`src/rtl/proc_pkg.sv`:
```
// Shared types and default widths for the base processor control sequencer.
package proc_pkg;

   // Default register-select and opcode widths used by the interface and top.
   localparam int DEF_REG_SEL_W = 2;
   localparam int DEF_OPC_W     = 2;
   localparam int DEF_NUM_REGS  = 2 ** DEF_REG_SEL_W;
   localparam int DEF_FUNC_W    = DEF_OPC_W + 2 * DEF_REG_SEL_W;

   // Fixed opcode encoding of the instruction word.
   typedef enum logic [1:0] {
      OP_LOAD = 2'b00,
      OP_MOV  = 2'b01,
      OP_ADD  = 2'b10,
      OP_SUB  = 2'b11
   } opcode_e;

   // Timesteps of the sequencer; every instruction starts in T0.
   typedef enum logic [1:0] {
      T0 = 2'd0,
      T1 = 2'd1,
      T2 = 2'd2,
      T3 = 2'd3
   } step_e;

   // Instruction word layout: {opcode, rx, ry}.
   typedef struct packed {
      opcode_e                  opcode;
      logic [DEF_REG_SEL_W-1:0] rx;
      logic [DEF_REG_SEL_W-1:0] ry;
   } ir_t;

endpackage

```
`src/rtl/proc_control_unit_if.sv`:
```
// Instruction-source / datapath-control bundle of the control sequencer.
// The master side supplies start and the instruction word; the slave side
// (the control unit) drives the datapath strobes back.
interface proc_control_unit_if #(
   parameter int REG_SEL_W = proc_pkg::DEF_REG_SEL_W,
   parameter int OPC_W     = proc_pkg::DEF_OPC_W
);
   localparam int NUM_REGS = 2 ** REG_SEL_W;
   localparam int FUNC_W   = OPC_W + 2 * REG_SEL_W;

   logic                w;
   logic [FUNC_W-1:0]   func;
   logic                ir_en;
   logic [NUM_REGS-1:0] rin;
   logic [NUM_REGS-1:0] rout;
   logic                extern_en;
   logic                a_in;
   logic                g_in;
   logic                g_out;
   logic                add_sub;
   logic                done;
   logic [1:0]          step;

   modport master (
      output w, func,
      input  ir_en, rin, rout, extern_en, a_in, g_in, g_out, add_sub, done, step
   );

   modport slave (
      input  w, func,
      output ir_en, rin, rout, extern_en, a_in, g_in, g_out, add_sub, done, step
   );

endinterface

```
`src/rtl/proc_control_unit_step_counter.sv`:
```
// Two-bit timestep counter: async reset, synchronous clear, count enable.
module step_counter (
   input  logic       clock,
   input  logic       clear,
   input  logic       sclr,
   input  logic       en,
   output logic [1:0] step
);

   logic [1:0] step_d;
   logic [1:0] step_q;

   // Next step: synchronous clear wins over counting, otherwise advance by one.
   always_comb begin
      step_d = step_q;
      if (sclr) begin
         step_d = 2'd0;
      end else if (en) begin
         step_d = step_q + 2'd1;
      end
   end

   // Step register, forced back to T0 as soon as clear rises.
   always_ff @(posedge clock or posedge clear) begin
      if (clear) begin
         step_q <= 2'd0;
      end else begin
         step_q <= step_d;
      end
   end

   assign step = step_q;

endmodule

```
`src/rtl/proc_control_unit.sv`:
```
// Control sequencer for the base processor datapath: holds the instruction
// register and decodes (step, instruction) into per-step datapath strobes.
module proc_control_unit
   import proc_pkg::*;
#(
   parameter int REG_SEL_W = DEF_REG_SEL_W,
   parameter int OPC_W     = DEF_OPC_W
) (
   input  logic                clock,
   input  logic                clear,
   proc_control_unit_if.slave  bus
);

   localparam int NUM_REGS = 2 ** REG_SEL_W;
   localparam int FUNC_W   = OPC_W + 2 * REG_SEL_W;

   // Encoded step values as plain constants for the decode case.
   localparam logic [1:0] ST_T0 = 2'd0;
   localparam logic [1:0] ST_T1 = 2'd1;
   localparam logic [1:0] ST_T2 = 2'd2;
   localparam logic [1:0] ST_T3 = 2'd3;

   logic [FUNC_W-1:0]    ir_d;
   logic [FUNC_W-1:0]    ir_q;
   logic [1:0]           step;
   logic                 step_sclr;
   logic                 ir_load;
   logic [OPC_W-1:0]     opcode;
   logic [REG_SEL_W-1:0] rx;
   logic [REG_SEL_W-1:0] ry;
   logic                 is_arith;

   logic [NUM_REGS-1:0]  dec_rin;
   logic [NUM_REGS-1:0]  dec_rout;
   logic                 dec_extern_en;
   logic                 dec_a_in;
   logic                 dec_g_in;
   logic                 dec_g_out;
   logic                 dec_add_sub;
   logic                 dec_done;

   // Register select to one-hot enable.
   function automatic logic [NUM_REGS-1:0] reg_onehot(input logic [REG_SEL_W-1:0] sel);
      logic [NUM_REGS-1:0] oh;
      oh      = '0;
      oh[sel] = 1'b1;
      return oh;
   endfunction

   assign opcode   = ir_q[FUNC_W-1 -: OPC_W];
   assign rx       = ir_q[2*REG_SEL_W-1 -: REG_SEL_W];
   assign ry       = ir_q[REG_SEL_W-1:0];
   assign is_arith = (opcode == OPC_W'(OP_ADD)) || (opcode == OPC_W'(OP_SUB));

   // Start is only honoured in T0, and never while clear is held.
   assign ir_load = (step == ST_T0) && bus.w && !clear;

   // Return to T0 after the done cycle, or stay there while idle.
   assign step_sclr = dec_done || ((step == ST_T0) && !bus.w);

   step_counter u_step_counter (
      .clock (clock),
      .clear (clear),
      .sclr  (step_sclr),
      .en    (1'b1),
      .step  (step)
   );

   // Next instruction word: capture func on an accepted start, else hold.
   always_comb begin
      ir_d = ir_q;
      if (ir_load) begin
         ir_d = bus.func;
      end
   end

   // Instruction register, cleared to zero by the async reset.
   always_ff @(posedge clock or posedge clear) begin
      if (clear) begin
         ir_q <= '0;
      end else begin
         ir_q <= ir_d;
      end
   end

   // Per-step strobe decode. T3 always finishes an instruction, so done
   // there (and in T2 for single-step opcodes) guarantees a return to T0.
   always_comb begin
      dec_rin       = '0;
      dec_rout      = '0;
      dec_extern_en = 1'b0;
      dec_a_in      = 1'b0;
      dec_g_in      = 1'b0;
      dec_g_out     = 1'b0;
      dec_add_sub   = 1'b0;
      dec_done      = 1'b0;
      case (step)
         ST_T1: begin
            if (opcode == OPC_W'(OP_LOAD)) begin
               dec_extern_en = 1'b1;
               dec_rin       = reg_onehot(rx);
               dec_done      = 1'b1;
            end else if (opcode == OPC_W'(OP_MOV)) begin
               dec_rout = reg_onehot(ry);
               dec_rin  = reg_onehot(rx);
               dec_done = 1'b1;
            end else begin
               dec_rout = reg_onehot(rx);
               dec_a_in = 1'b1;
            end
         end
         ST_T2: begin
            if (is_arith) begin
               dec_rout    = reg_onehot(ry);
               dec_g_in    = 1'b1;
               dec_add_sub = (opcode == OPC_W'(OP_SUB));
            end else begin
               dec_done = 1'b1;
            end
         end
         ST_T3: begin
            if (is_arith) begin
               dec_g_out = 1'b1;
               dec_rin   = reg_onehot(rx);
            end
            dec_done = 1'b1;
         end
         default: begin
         end
      endcase
   end

   assign bus.ir_en     = ir_load;
   assign bus.rin       = dec_rin;
   assign bus.rout      = dec_rout;
   assign bus.extern_en = dec_extern_en;
   assign bus.a_in      = dec_a_in;
   assign bus.g_in      = dec_g_in;
   assign bus.g_out     = dec_g_out;
   assign bus.add_sub   = dec_add_sub;
   assign bus.done      = dec_done;
   assign bus.step      = step;

endmodule
```
`src/flat_wrapper.sv`:
```
// flat-port wrapper written by rule: the top's interface ports become plain ports
module proc_control_unit_flat import proc_pkg::*;
#(
   parameter int REG_SEL_W = DEF_REG_SEL_W,
   parameter int OPC_W     = DEF_OPC_W
)
  (clock, clear, bus_w, bus_func, bus_ir_en, bus_rin, bus_rout, bus_extern_en, bus_a_in, bus_g_in, bus_g_out, bus_add_sub, bus_done, bus_step);
  proc_control_unit_if #(.REG_SEL_W(REG_SEL_W), .OPC_W(OPC_W)) bus_i ();
  input  logic clock;
  input  logic clear;
  input wire logic [$bits(bus_i.w)-1:0] bus_w;
  input wire logic [$bits(bus_i.func)-1:0] bus_func;
  output wire logic [$bits(bus_i.ir_en)-1:0] bus_ir_en;
  output wire logic [$bits(bus_i.rin)-1:0] bus_rin;
  output wire logic [$bits(bus_i.rout)-1:0] bus_rout;
  output wire logic [$bits(bus_i.extern_en)-1:0] bus_extern_en;
  output wire logic [$bits(bus_i.a_in)-1:0] bus_a_in;
  output wire logic [$bits(bus_i.g_in)-1:0] bus_g_in;
  output wire logic [$bits(bus_i.g_out)-1:0] bus_g_out;
  output wire logic [$bits(bus_i.add_sub)-1:0] bus_add_sub;
  output wire logic [$bits(bus_i.done)-1:0] bus_done;
  output wire logic [$bits(bus_i.step)-1:0] bus_step;
  assign bus_i.w = bus_w;
  assign bus_i.func = bus_func;
  assign bus_ir_en = bus_i.ir_en;
  assign bus_rin = bus_i.rin;
  assign bus_rout = bus_i.rout;
  assign bus_extern_en = bus_i.extern_en;
  assign bus_a_in = bus_i.a_in;
  assign bus_g_in = bus_i.g_in;
  assign bus_g_out = bus_i.g_out;
  assign bus_add_sub = bus_i.add_sub;
  assign bus_done = bus_i.done;
  assign bus_step = bus_i.step;
  proc_control_unit #(.REG_SEL_W(REG_SEL_W), .OPC_W(OPC_W)) u_core (.clock(clock), .clear(clear), .bus(bus_i));
endmodule
```
`config.mk`:
```
export PLATFORM = sky130hd
export DESIGN_NAME = proc_control_unit_flat
export DESIGN_NICKNAME = d
export VERILOG_FILES = /design/src/rtl/proc_pkg.sv /design/src/rtl/proc_control_unit_if.sv /design/src/rtl/proc_control_unit_step_counter.sv /design/src/rtl/proc_control_unit.sv /design/src/flat_wrapper.sv
export SDC_FILE = /design/constraint.sdc
export NUM_CORES = 1
export LEC_CHECK = 0
export ABC_CLOCK_PERIOD_IN_PS = 1660
export BUFFER_PORTS_ARGS = -buffer_cell sky130_fd_sc_hd__buf_2
export CAP_MARGIN = 10
export CELL_PAD_IN_SITES_DETAIL_PLACEMENT = 1
export CELL_PAD_IN_SITES_GLOBAL_PLACEMENT = 1
export CORE_UTILIZATION = 31
export DETAILED_ROUTE_END_ITERATION = 8
export GPL_ROUTABILITY_DRIVEN = 0
export PLACE_DENSITY_LB_ADDON = 0.1
export SYNTH_ARGS = -nofsm -noshare
export SYNTH_HDL_FRONTEND = slang
export SYNTH_SLANG_ARGS = --single-unit
```
`constraint.sdc`:
```
create_clock -name clock -period 1.66 [get_ports clock]
set_input_delay 0.249 -clock clock [delete_from_list [all_inputs] [get_ports clock]]
set_output_delay 0.249 -clock clock [all_outputs]
set_load 0.02 [all_outputs]
```
Word-level counts from Yosys, hierarchy flattened
Index checks and enable logic that the tools add are counted.
Word-level totals
  flip-flop bits (word level): 8
  input port bits: 9
  output and inout bits: 17
  logic and storage cells: 51
Cells by class
  add/sub/neg operators: 1
  magnitude comparators: 4
  equality and inequality tests: 6
  mux-type cells: 27
  reduce and logical (&&, ||, !) cells: 11
Operators by type and width (count)
  $mux W4: 6
  $pmux W4 S2: 2
  $mux W1: 15
  $eq A2 B2 Y1 const B: 4
  $lt A2 B3 Y1 const B: 2
  $logic_and A1 B1 Y1: 5
  $demux W1 S2: 2
  $eq A2 B1 Y1 const B: 2
  $ge A2 B1 Y1 const B: 2
  $logic_not A2 Y1: 2
  $pmux W1 S3: 1
  $add A2 B1 Y2 const B: 1
  $logic_not A1 Y1: 2
  $logic_or A1 B1 Y1: 2
  $mux W2: 1

Depth between registers and ports, before layout
Gate-level depths: netlist (run 1).
  word-level depth: 7
  mapped depth: 5

Hierarchy
A second synthesis (run 1) with hierarchy kept.
Unflattened totals
  cell total of the unflattened synthesis: 63
  area total of the unflattened synthesis: 633.1 um^2
Modules (own cells, without submodules)
  proc_control_unit: times used 1, cells each 55, area each 540.5 um^2, sequential area each 150.1 um^2
  step_counter: times used 1, cells each 8, area each 92.6 um^2, sequential area each 50.0 um^2

Worst setup path after synthesis (run 1)
No wires, ideal clock.
  path type: flip-flop to output port
  from: register u_core.u_step_counter.step_q[0], in the netlist u_core.u_step_counter.step[0]
  to: output bus_rout[0]
  arrival: 1.874 ns
  path slack: -0.463 ns
  stages on the path, launching flop included: 6
  path buffers: 0
  cell sequence: dfrtp_1 > inv_1 > ha_1 > and2_1 > a21oi_1 > o41ai_1
On the way
  word-level cells in the longest chain between the ends: 2
Ends and longest elaborated chain
  start, declared: RTL line proc_control_unit_step_counter.sv:11  | logic [1:0] step_q;
  start signal, assigned: RTL line proc_control_unit_step_counter.sv:28  | step_q <= step_d;
  $eq A2 B2 Y1 / $eq A2 B1 Y1 (equally long branches): RTL line proc_control_unit.sv:97  | case (step)
  $pmux W4 S2 *: RTL line proc_control_unit.sv:97
  end, declared: RTL line flat_wrapper.sv:15  | output wire logic [$bits(bus_i.rout)-1:0] bus_rout;
Every way passes the cells marked *; elsewhere a longest branch is shown, timed or not.

Worst setup path after layout (run 1)
  from: register u_core.u_step_counter.step_q[1], in the netlist u_core.u_step_counter.step[1]
  to: output bus_rout[2]
Same word-level chain as after synthesis.

==> impl_results.md, run 1 <==
* Sequential power share at 21.6%
* Via density per instance at 5.02
* Part of the total power dissipated in the clock network at 7.3%
* GRT Residual Overflow at 0
* Met3 WL post-DR at 55 um
* Number of violations reported at the end of detailed-routing iteration 0 at 9
* Largest delay share family, worst path: simple AND/OR/NAND/NOR gates
* Clock buffer count from CTS at 3
* Clock tree from TritonCTS: done
* Crit path largest cell delay at 0.44 ns
* Count of pins over their slew limit at 0
* Leakage power summed over all cells at 0.541 nW
* Final setup fails at 12
* Violations in the final reports: design-rule violations, negative setup slack
* Vias in the first global route at 643
* NumNets Final at 117
* Max Used Layer: met4
* Number of buffers between clock root and the deepest sink at 2
* Internal portion of total power at 1.17 mW
* Rows at 14
* Final clock skew at 0.00284 ns
* Kind of launch point of the worst setup path: flop
* RSZ-0062 raised after global routing: true
* Average size of a mapped cell at 9.65 sq um
* Primary flip-flop cell chosen by synthesis mapping: dfrtp_1
* Final critical-path share of the clock period at 120%
* Post-route worst setup slack at -0.332 ns
* Setup Crit Path Kind: flop to primary output
* Antenna violations before repair at 0
* Clock sinks at 8
* Post-route worst hold slack at 0.222 ns
* Overall routed net length at 2.07 mm
* Ant. Diodes at 0
* DRT met1 WL at 838 um
* Total GRT Usage at 21.3%
* Pwr Total at 2.22 mW
* Port bufs at 25
* Distinct cells, synth at 20
* Multi-input combinational cell area at 480 sq um
* Combinational cell fraction of total power at 71.1%
* Sum of met2 wire segment lengths after detailed routing at 1.15 mm
* Register cell area after layout at 203 sq um
* Buffer and inverter count on the worst path at 2
* Ordered list of cells on the worst path: inv_4 -> ha_4 -> and2_4 -> or3b_4 -> o41ai_4 -> buf_4
* Total number of yosys warnings at 0
* Average wire length per cell after detail routing at 17.5 um
* Area grow syn2layout at 98.6%
* H-tree Lvls at 1
* First-pass GRT wire length at 2.89 mm
* Number of fillers in the final layout at 164
* Clock latency on the worst-skew pair at 0.26 ns
* Count of flip-flops with a built-in enable after synthesis at 0
* Fraction of synthesis flops using an asynchronous set or reset pin at 100%
* Maximum fanout encountered on the critical timing path at 4
* Detailed placer's ending HPWL at 1.27 mm
* CP arrival at 1.74 ns
* Die ar. at 0.00191 sq mm
* Least-Margin Pin Slew at 0.330 ns
* Area share of the leading cell type in the synthesized netlist at 37.0%
* Largest area contributor in the netlist: dfrtp_1
* Max-slew headroom at the worst pin at 78.0%
* Pin count of the biggest net entering global routing at 9
* Outcome: complete, but fails checks
* Cell with the most instances after synthesis: dfrtp_1
* Cell area after synthesis at 541 sq um
* Clock slew seen by the registers of the worst setup and hold paths at 0.06 ns
* Net count of the mapped netlist at 70
* Required time reported for the critical path endpoint at 1.41 ns
* Top cells by area, synth: dfrtp_1 (37%), mux2_2 (12%), ha_1 (12%), inv_1 (4.9%), and2_1 (3.5%)
* Finished Core Util at 68.9%
* Endpoint type of the worst setup path: primary output
* Worst slack, placed at -0.131 ns
* DIE WIDTH at 43.8 um
* Core outline area at 0.00156 sq mm
* # DRC at 2
* Hold Path Class: input port to flop
* Top cell types by occurrence after synthesis: dfrtp_1 (8), inv_1 (7), mux2_2 (6)
* Number of nets with antenna violations after detailed routing at 0
* Net switching component of the power at 1.06 mW
* Detailed-route via count at 592
* Gate Count Post-Synth at 56
* Max Freq at 502 MHz
* Net switching fraction of the power at 47.5%
* Flop and latch count out of synthesis at 8
* Power density over cell area at 2070 mW/mm^2
* Initial Utilization at 34.7%
* Number of hold-slack violations in the final timing report at 0
* Final critical path time including I/O delays and setup at 1.99 ns
* Iteration count of the initial detailed-routing pass at 5
* Worst voltage drop across the vdd grid at 0.00132 V
* Boundary Pins at 26
* Fraction of the yosys area taken by sequential cells at 37.0%
* Clock root buffer: clkbuf_4
* # Max-Cap Violations at 0
* Layout cells sized above 1 at 71.6%
* Die height at 43.8 um
* Critical-path cell with the highest stage delay: dfrtp_2
registers in the layout, indices dropped and copies added, names as in the netlist:
name	count
u_core.ir_q	6
u_core.u_step_counter.step	2
timing repair:
item	in CTS	in global routing
hold endpoints to repair	3	0
pin swaps	4	2
buffers inserted	3	5
hold buffers	1	0
endpoints found under the setup margin	11	12
resized for setup	17	15
stage by stage:
| step | TNS, ns | cell area (sq um) | instances |
|---|---|---|---|
| 6_report | -2.24 | 1070 | 118 |
| 5_1_grt | -3.05 | 1070 | 118 |
| 4_1_cts | -2.21 | 993 | 115 |
| 3_5_place_dp | -0.259 | 877 | 107 |
| 3_3_place_gp | -0.107 | 877 | 107 |
| 2_1_floorplan | -0.0618 | 657 | 56 |
worst reg2reg max path, stage by stage, from the launching register on:
cell and delay (ns):
dfrtp_2 0.44, inv_4 0.07, ha_1 0.21, buf_4 0.14, o21bai_1 0.17, a21oi_2 0.10
buf_4 0.15, nor3_1 0.22
metal layers:
| metal | vias up | GRT usage [%] |
|---|---|---|
| met5 | - | 0 |
| met4 | 0 | 9.38 |
| met3 | 4 | 1.25 |
| met2 | 18 | 40.3 |
| met1 | 280 | 24.1 |
| li1 | 290 | - |
cells by family after synthesis:
logic type | synth area share (%)
and+or+nand+nor | 24.8
DFF | 37.0
AOI/OAI and AO/OA | 9.26
buffers and inverters | 4.86
muxes | 12.5
adders and majority gates | 11.6
path summary, 6_finish.rpt:
kind | from | endpoint | slack (ns) | cells past startpoint
worst max-delay path | u_core.u_step_counter.step[1] | bus_rout[2] | -0.33 | 6
worst min-delay path | bus_func[4] | u_core.ir_q[4] | 0.22 | 2
worst max register to register | u_core.u_step_counter.step[0] | u_core.u_step_counter.step[1] | 0.07 | 7
worst min register to register | u_core.u_step_counter.step[0] | u_core.u_step_counter.step[0] | 0.65 | 2
max in group asynchronous | clear | u_core.u_step_counter.step[0] | 0.92 | 4
min in group asynchronous | clear | u_core.ir_q[5] | 0.60 | 4
cell type report:
| cell class | count | share of cell area [%] |
|---|---|---|
| Timing Repair Buffer | 42 | 29.1 |
| Multi-Input combinational cell | 41 | 44.8 |
| Clock buffer | 4 | 2.45 |
| Inverter | 7 | 2.91 |
| Sequential cell | 8 | 18.9 |
| Tap cell | 16 | 1.86 |
power by group through the flow:
| stage | logic [mW] | clock network [mW] | registers [mW] |
|---|---|---|---|
| final | 1.58 | 0.163 | 0.481 |
| after floorplan | 0.738 | 0 | 0.473 |
| after global placement | 1.19 | 0 | 0.442 |
| after global routing | 1.69 | 0.178 | 0.494 |
| after CTS | 1.38 | 0.170 | 0.463 |
| after detailed placement | 1.22 | 0 | 0.455 |
cells in the final DEF (no fill, tap or decap), types with 2 or more instances in the layout:
cell type  count
buf_2         14
o31ai_4        2
ha_1           3
dfrtp_1        6
mux2_2         6
clkbuf_4       3
nor3_1         2
ha_4           2
dfrtp_2        2
o41ai_4        2
nor2b_4        2
buf_4         19
nand3_1        2
inv_1          4
buf_6          8
and2_4         2
and3_1         2
inv_4          2
Note: power is estimated with default switching activity, not from simulation.
==> run 2: changes to the inputs <==
--- a/config.mk
+++ b/config.mk
@@ -10,10 +10,11 @@
 export CAP_MARGIN = 10
 export CELL_PAD_IN_SITES_DETAIL_PLACEMENT = 1
 export CELL_PAD_IN_SITES_GLOBAL_PLACEMENT = 1
-export CORE_UTILIZATION = 31
+export CORE_UTILIZATION = 34
 export DETAILED_ROUTE_END_ITERATION = 8
 export GPL_ROUTABILITY_DRIVEN = 0
 export PLACE_DENSITY_LB_ADDON = 0.1
 export SYNTH_ARGS = -nofsm -noshare
 export SYNTH_HDL_FRONTEND = slang
+export SYNTH_HIERARCHICAL = 1
 export SYNTH_SLANG_ARGS = --single-unit
==> impl_results.md, run 2 <==
* Outcome: complete, but fails checks (unchanged)
* Violations in the final reports: negative setup slack (was design-rule violations, negative setup slack)
* Cell with the most instances after synthesis: inv_1 (was dfrtp_1)
* Area grow syn2layout at 67.6% (was 98.6%)
* Iteration count of the initial detailed-routing pass at 4 (was 5)
* Via density per instance at 4.71 (was 5.02)
* Sum of met2 wire segment lengths after detailed routing at 1.10 mm (was 1.15 mm)
* Largest delay share family, worst path: flip-flops (was simple AND/OR/NAND/NOR gates)
* Crit path largest cell delay at 0.47 ns (was 0.44 ns)
* Power density over cell area at 1680 mW/mm^2 (was 2070 mW/mm^2)
* Die height at 45.2 um (was 43.8 um)
* Clock latency on the worst-skew pair at 0.27 ns (was 0.26 ns)
* Boundary Pins at 26 (unchanged)
* Number of violations reported at the end of detailed-routing iteration 0 at 5 (was 9)
* Total number of yosys warnings at 6 (was 0)
* Number of buffers between clock root and the deepest sink at 2 (unchanged)
* Worst r2r path cells at 7 (unchanged)
* Clock buffer count from CTS at 3 (unchanged)
* Largest area contributor in the netlist: dfrtp_1 (unchanged)
* Distinct cells, synth at 30 (was 20)
* GRT Residual Overflow at 0 (unchanged)
* Cell area after synthesis at 633 sq um (was 541 sq um)
* Clock slew seen by the registers of the worst setup and hold paths at 0.06 ns (about the same)
* Commonest non-fill, non-tap cells in the layout: buf_2 (19), buf_4 (15), inv_1 (7) (was buf_4 (19), buf_2 (14), buf_6 (8))
* Final design area excluding fillers at 0.00106 sq mm (was 0.00107 sq mm)
* Pin count of the biggest net entering global routing at 10 (was 9)
* Layout cells sized above 1 at 67.6% (was 71.6%)
* Fraction of synthesis flops using an asynchronous set or reset pin at 100% (unchanged)
* Average wire length per cell after detail routing at 15.1 um (was 17.5 um)
* Required time reported for the critical path endpoint at 1.41 ns (about the same)
* Detailed-route via count at 626 (was 592)
* Post-route worst setup slack at -0.169 ns (was -0.332 ns)
* Count of flip-flops with a built-in enable after synthesis at 0 (unchanged)
* Final clock skew at 0.0114 ns (was 0.00284 ns)
* Most common cell after layout, fill and taps aside: buf_2 (was buf_4)
* Ant. Diodes at 0 (unchanged)
* Ordered list of cells on the worst path: ha_2 -> and2_2 -> a21oi_4 -> nor3b_1 -> buf_2 (was inv_4 -> ha_4 -> and2_4 -> or3b_4 -> o41ai_4 -> buf_4)
* Number of fillers in the final layout at 211 (was 164)
* Area share of the leading cell type in the synthesized netlist at 31.6% (was 37.0%)
* Maximum fanout encountered on the critical timing path at 4 (unchanged)
* Hold wc startpoint: bus_func[4] (unchanged)
* Internal portion of total power at 0.972 mW (was 1.17 mW)
* Max Freq at 547 MHz (was 502 MHz)
* Clock root buffer: clkbuf_4 (unchanged)
* Net switching fraction of the power at 45.4% (was 47.5%)
* Initial Utilization at 36.7% (was 34.7%)
* Part of the total power dissipated in the clock network at 9.4% (was 7.3%)
* Top cells by area, synth: dfrtp_1 (32%), mux2_2 (11%), ha_1 (9.9%), inv_1 (5.3%), o21ai_2 (4.2%) (was dfrtp_1 (37%), mux2_2 (12%), ha_1 (12%), inv_1 (4.9%), and2_1 (3.5%))
* Core outline area at 0.00173 sq mm (was 0.00156 sq mm)
* FF-to-FF setup slack at 0.10 ns (was 0.07 ns)
* # Max-Cap Violations at 0 (unchanged)
* Clock sinks at 8 (unchanged)
* Number of nets with antenna violations after detailed routing at 0 (unchanged)
* Finished Core Util at 61.4% (was 68.9%)
* Count of pins over their slew limit at 0 (unchanged)
* Post-route worst hold slack at 0.213 ns (was 0.222 ns)
* Combinational cell fraction of total power at 65.6% (was 71.1%)
* Net switching component of the power at 0.809 mW (was 1.06 mW)
* Worst flop-to-flop path endpoint: u_core/u_step_counter/step[0] (was u_core.u_step_counter.step[1])
* Placed Area at 861 sq um (was 877 sq um)
* Flip-flop count of the largest register after layout at 6 (unchanged)
* DIE WIDTH at 45.2 um (was 43.8 um)
* Leakage power summed over all cells at 0.509 nW (was 0.541 nW)
* Buffer and inverter count on the worst path at 1 (was 2)
* Worst voltage drop across the vdd grid at 0.000887 V (was 0.00132 V)
* Number of hold-slack violations in the final timing report at 0 (unchanged)
* Average size of a mapped cell at 10.0 sq um (was 9.65 sq um)
* Setup Crit Path Kind: flop to primary output (unchanged)
* Worst slack, placed at 0.0216 ns (was -0.131 ns)
* DRT met1 WL at 818 um (was 838 um)
* Die ar. at 0.00204 sq mm (was 0.00191 sq mm)
* Endpoint type of the worst setup path: primary output (unchanged)
* Critical-path cell with the highest stage delay: dfrtp_2 (unchanged)
* Clock tree from TritonCTS: done (unchanged)
* Gate Count Post-Synth at 63 (was 56)
* Top cell types by occurrence after synthesis: inv_1 (9), dfrtp_1 (8), mux2_2 (6) (was dfrtp_1 (8), inv_1 (7), mux2_2 (6))
* Hold EP: u_core/ir_q[4] (was u_core.ir_q[4])
* Final critical-path share of the clock period at 110% (was 120%)
* Flop and latch count out of synthesis at 8 (unchanged)
* NumNets Final at 123 (was 117)
* Sequential power share at 25.0% (was 21.6%)
* Vias in the first global route at 629 (was 643)
* Final setup fails at 10 (was 12)
* Fraction of the yosys area taken by sequential cells at 31.6% (was 37.0%)
* Antenna violations before repair at 0 (unchanged)
* H-tree Lvls at 1 (unchanged)
* Detailed placer's ending HPWL at 1.22 mm (was 1.27 mm)
* Final critical path time including I/O delays and setup at 1.83 ns (was 1.99 ns)
* Total GRT Usage at 20.3% (was 21.3%)
* Met3 WL post-DR at 54 um (was 55 um)
* Kind of launch point of the worst setup path: flop (unchanged)
* # DRC at 0 (was 2)
* CP arrival at 1.58 ns (was 1.74 ns)
* Number of cells on the worst hold path at 2 (unchanged)
* First-pass GRT wire length at 2.82 mm (was 2.89 mm)
* R2R Path Start: u_core/u_step_counter/step[0] (was u_core.u_step_counter.step[0])
* Port bufs at 25 (unchanged)
* Register with the most flip-flops: u_core/ir_q (was u_core.ir_q)
* RSZ-0062 raised after global routing: true (unchanged)
* Max Used Layer: met4 (unchanged)
* Primary flip-flop cell chosen by synthesis mapping: dfrtp_1 (unchanged)
* Overall routed net length at 2.01 mm (was 2.07 mm)
* Rows at 15 (was 14)
* Hold Path Class: input port to flop (unchanged)
-- run 2: routing by layer --
layer / track usage (%) / vias to the layer above
met5: 0 / -
met4: 12.7 / 0
met3: 1.20 / 5
met2: 37.4 / 17
met1: 22.4 / 305
li1: - / 299
-- run 2: power groups by stage --
stage / clock (mW) / sequential, mW / combinational (mW)
final: 0.167 / 0.446 / 1.17
after global routing: 0.178 / 0.466 / 1.25
after CTS: 0.175 / 0.436 / 1.09
after detailed placement: 0 / 0.419 / 0.888
after global placement: 0 / 0.413 / 0.858
after floorplan: 0 / 0.403 / 0.620
-- run 2: worst reg2reg max path, cell delays in order (launching register included) --
cell	delay, ns
dfrtp_2	0.47
ha_4	0.19
buf_4	0.14
o21bai_1	0.17
a21oi_2	0.09
buf_4	0.14
a21o_1	0.17
nor2_1	0.12
-- run 2: worst max path at each step --
stage | from | end | slack (ns) | depth (start not counted)
floorplan | u_core/u_step_counter/step[0] | bus_rin[1] | -0.04 | 4
finish | u_core/u_step_counter/step[0] | bus_rin[2] | -0.17 | 5
CTS | u_core/u_step_counter/step[0] | bus_rin[2] | -0.15 | 5
global route | u_core/u_step_counter/step[0] | bus_rin[2] | -0.22 | 5
global placement | u_core/u_step_counter/step[0] | bus_rout[0] | 0.05 | 6
detailed placement | u_core/u_step_counter/step[1] | bus_rout[0] | 0.02 | 6
-- run 2: cells by family (layout without fill, tap and decap cells) --
logic type | after synthesis | after routing | synth area share, %
flops | 8 | 8 | 31.6
fa+ha+maj | 5 | 5 | 9.88
simple gates | 20 | 20 | 21.7
compound gates | 12 | 12 | 18.2
xor+xnor | 1 | 1 | 1.38
other cells | 1 | 3 | 0.592
buf+inv | 10 | 53 | 5.93
mux | 6 | 6 | 10.7
-- run 2: cell type report --
class	count	area, sq um	share of cell area (%)
Sequential cell	8	203	19.1
Tap cell	25	31.3	2.95
Inverter	9	38.8	3.66
Timing Repair Buffer	40	274	25.8
Multi-Input combinational cell	47	488	46.0
Clock buffer	4	26.3	2.48
-- run 2: through the flow --
step | power [mW] | instances | TNS (ns)
after floorplan | 1.02 | 65 | -0.0762
after global placement | 1.27 | 120 | 0
final | 1.78 | 133 | -1.38
after detailed placement | 1.31 | 120 | 0
after CTS | 1.70 | 129 | -1.12
after global routing | 1.89 | 133 | -1.86
-- run 2: what timing repair did --
item                                    in CTS  in global routing
endpoints found under the setup margin      12                 13
pin swaps                                    6                  1
resized for setup                           25                  1
setup buffers                                4                  4
endpoints found under the hold margin        2                  0
hold buffers                                 1                  0
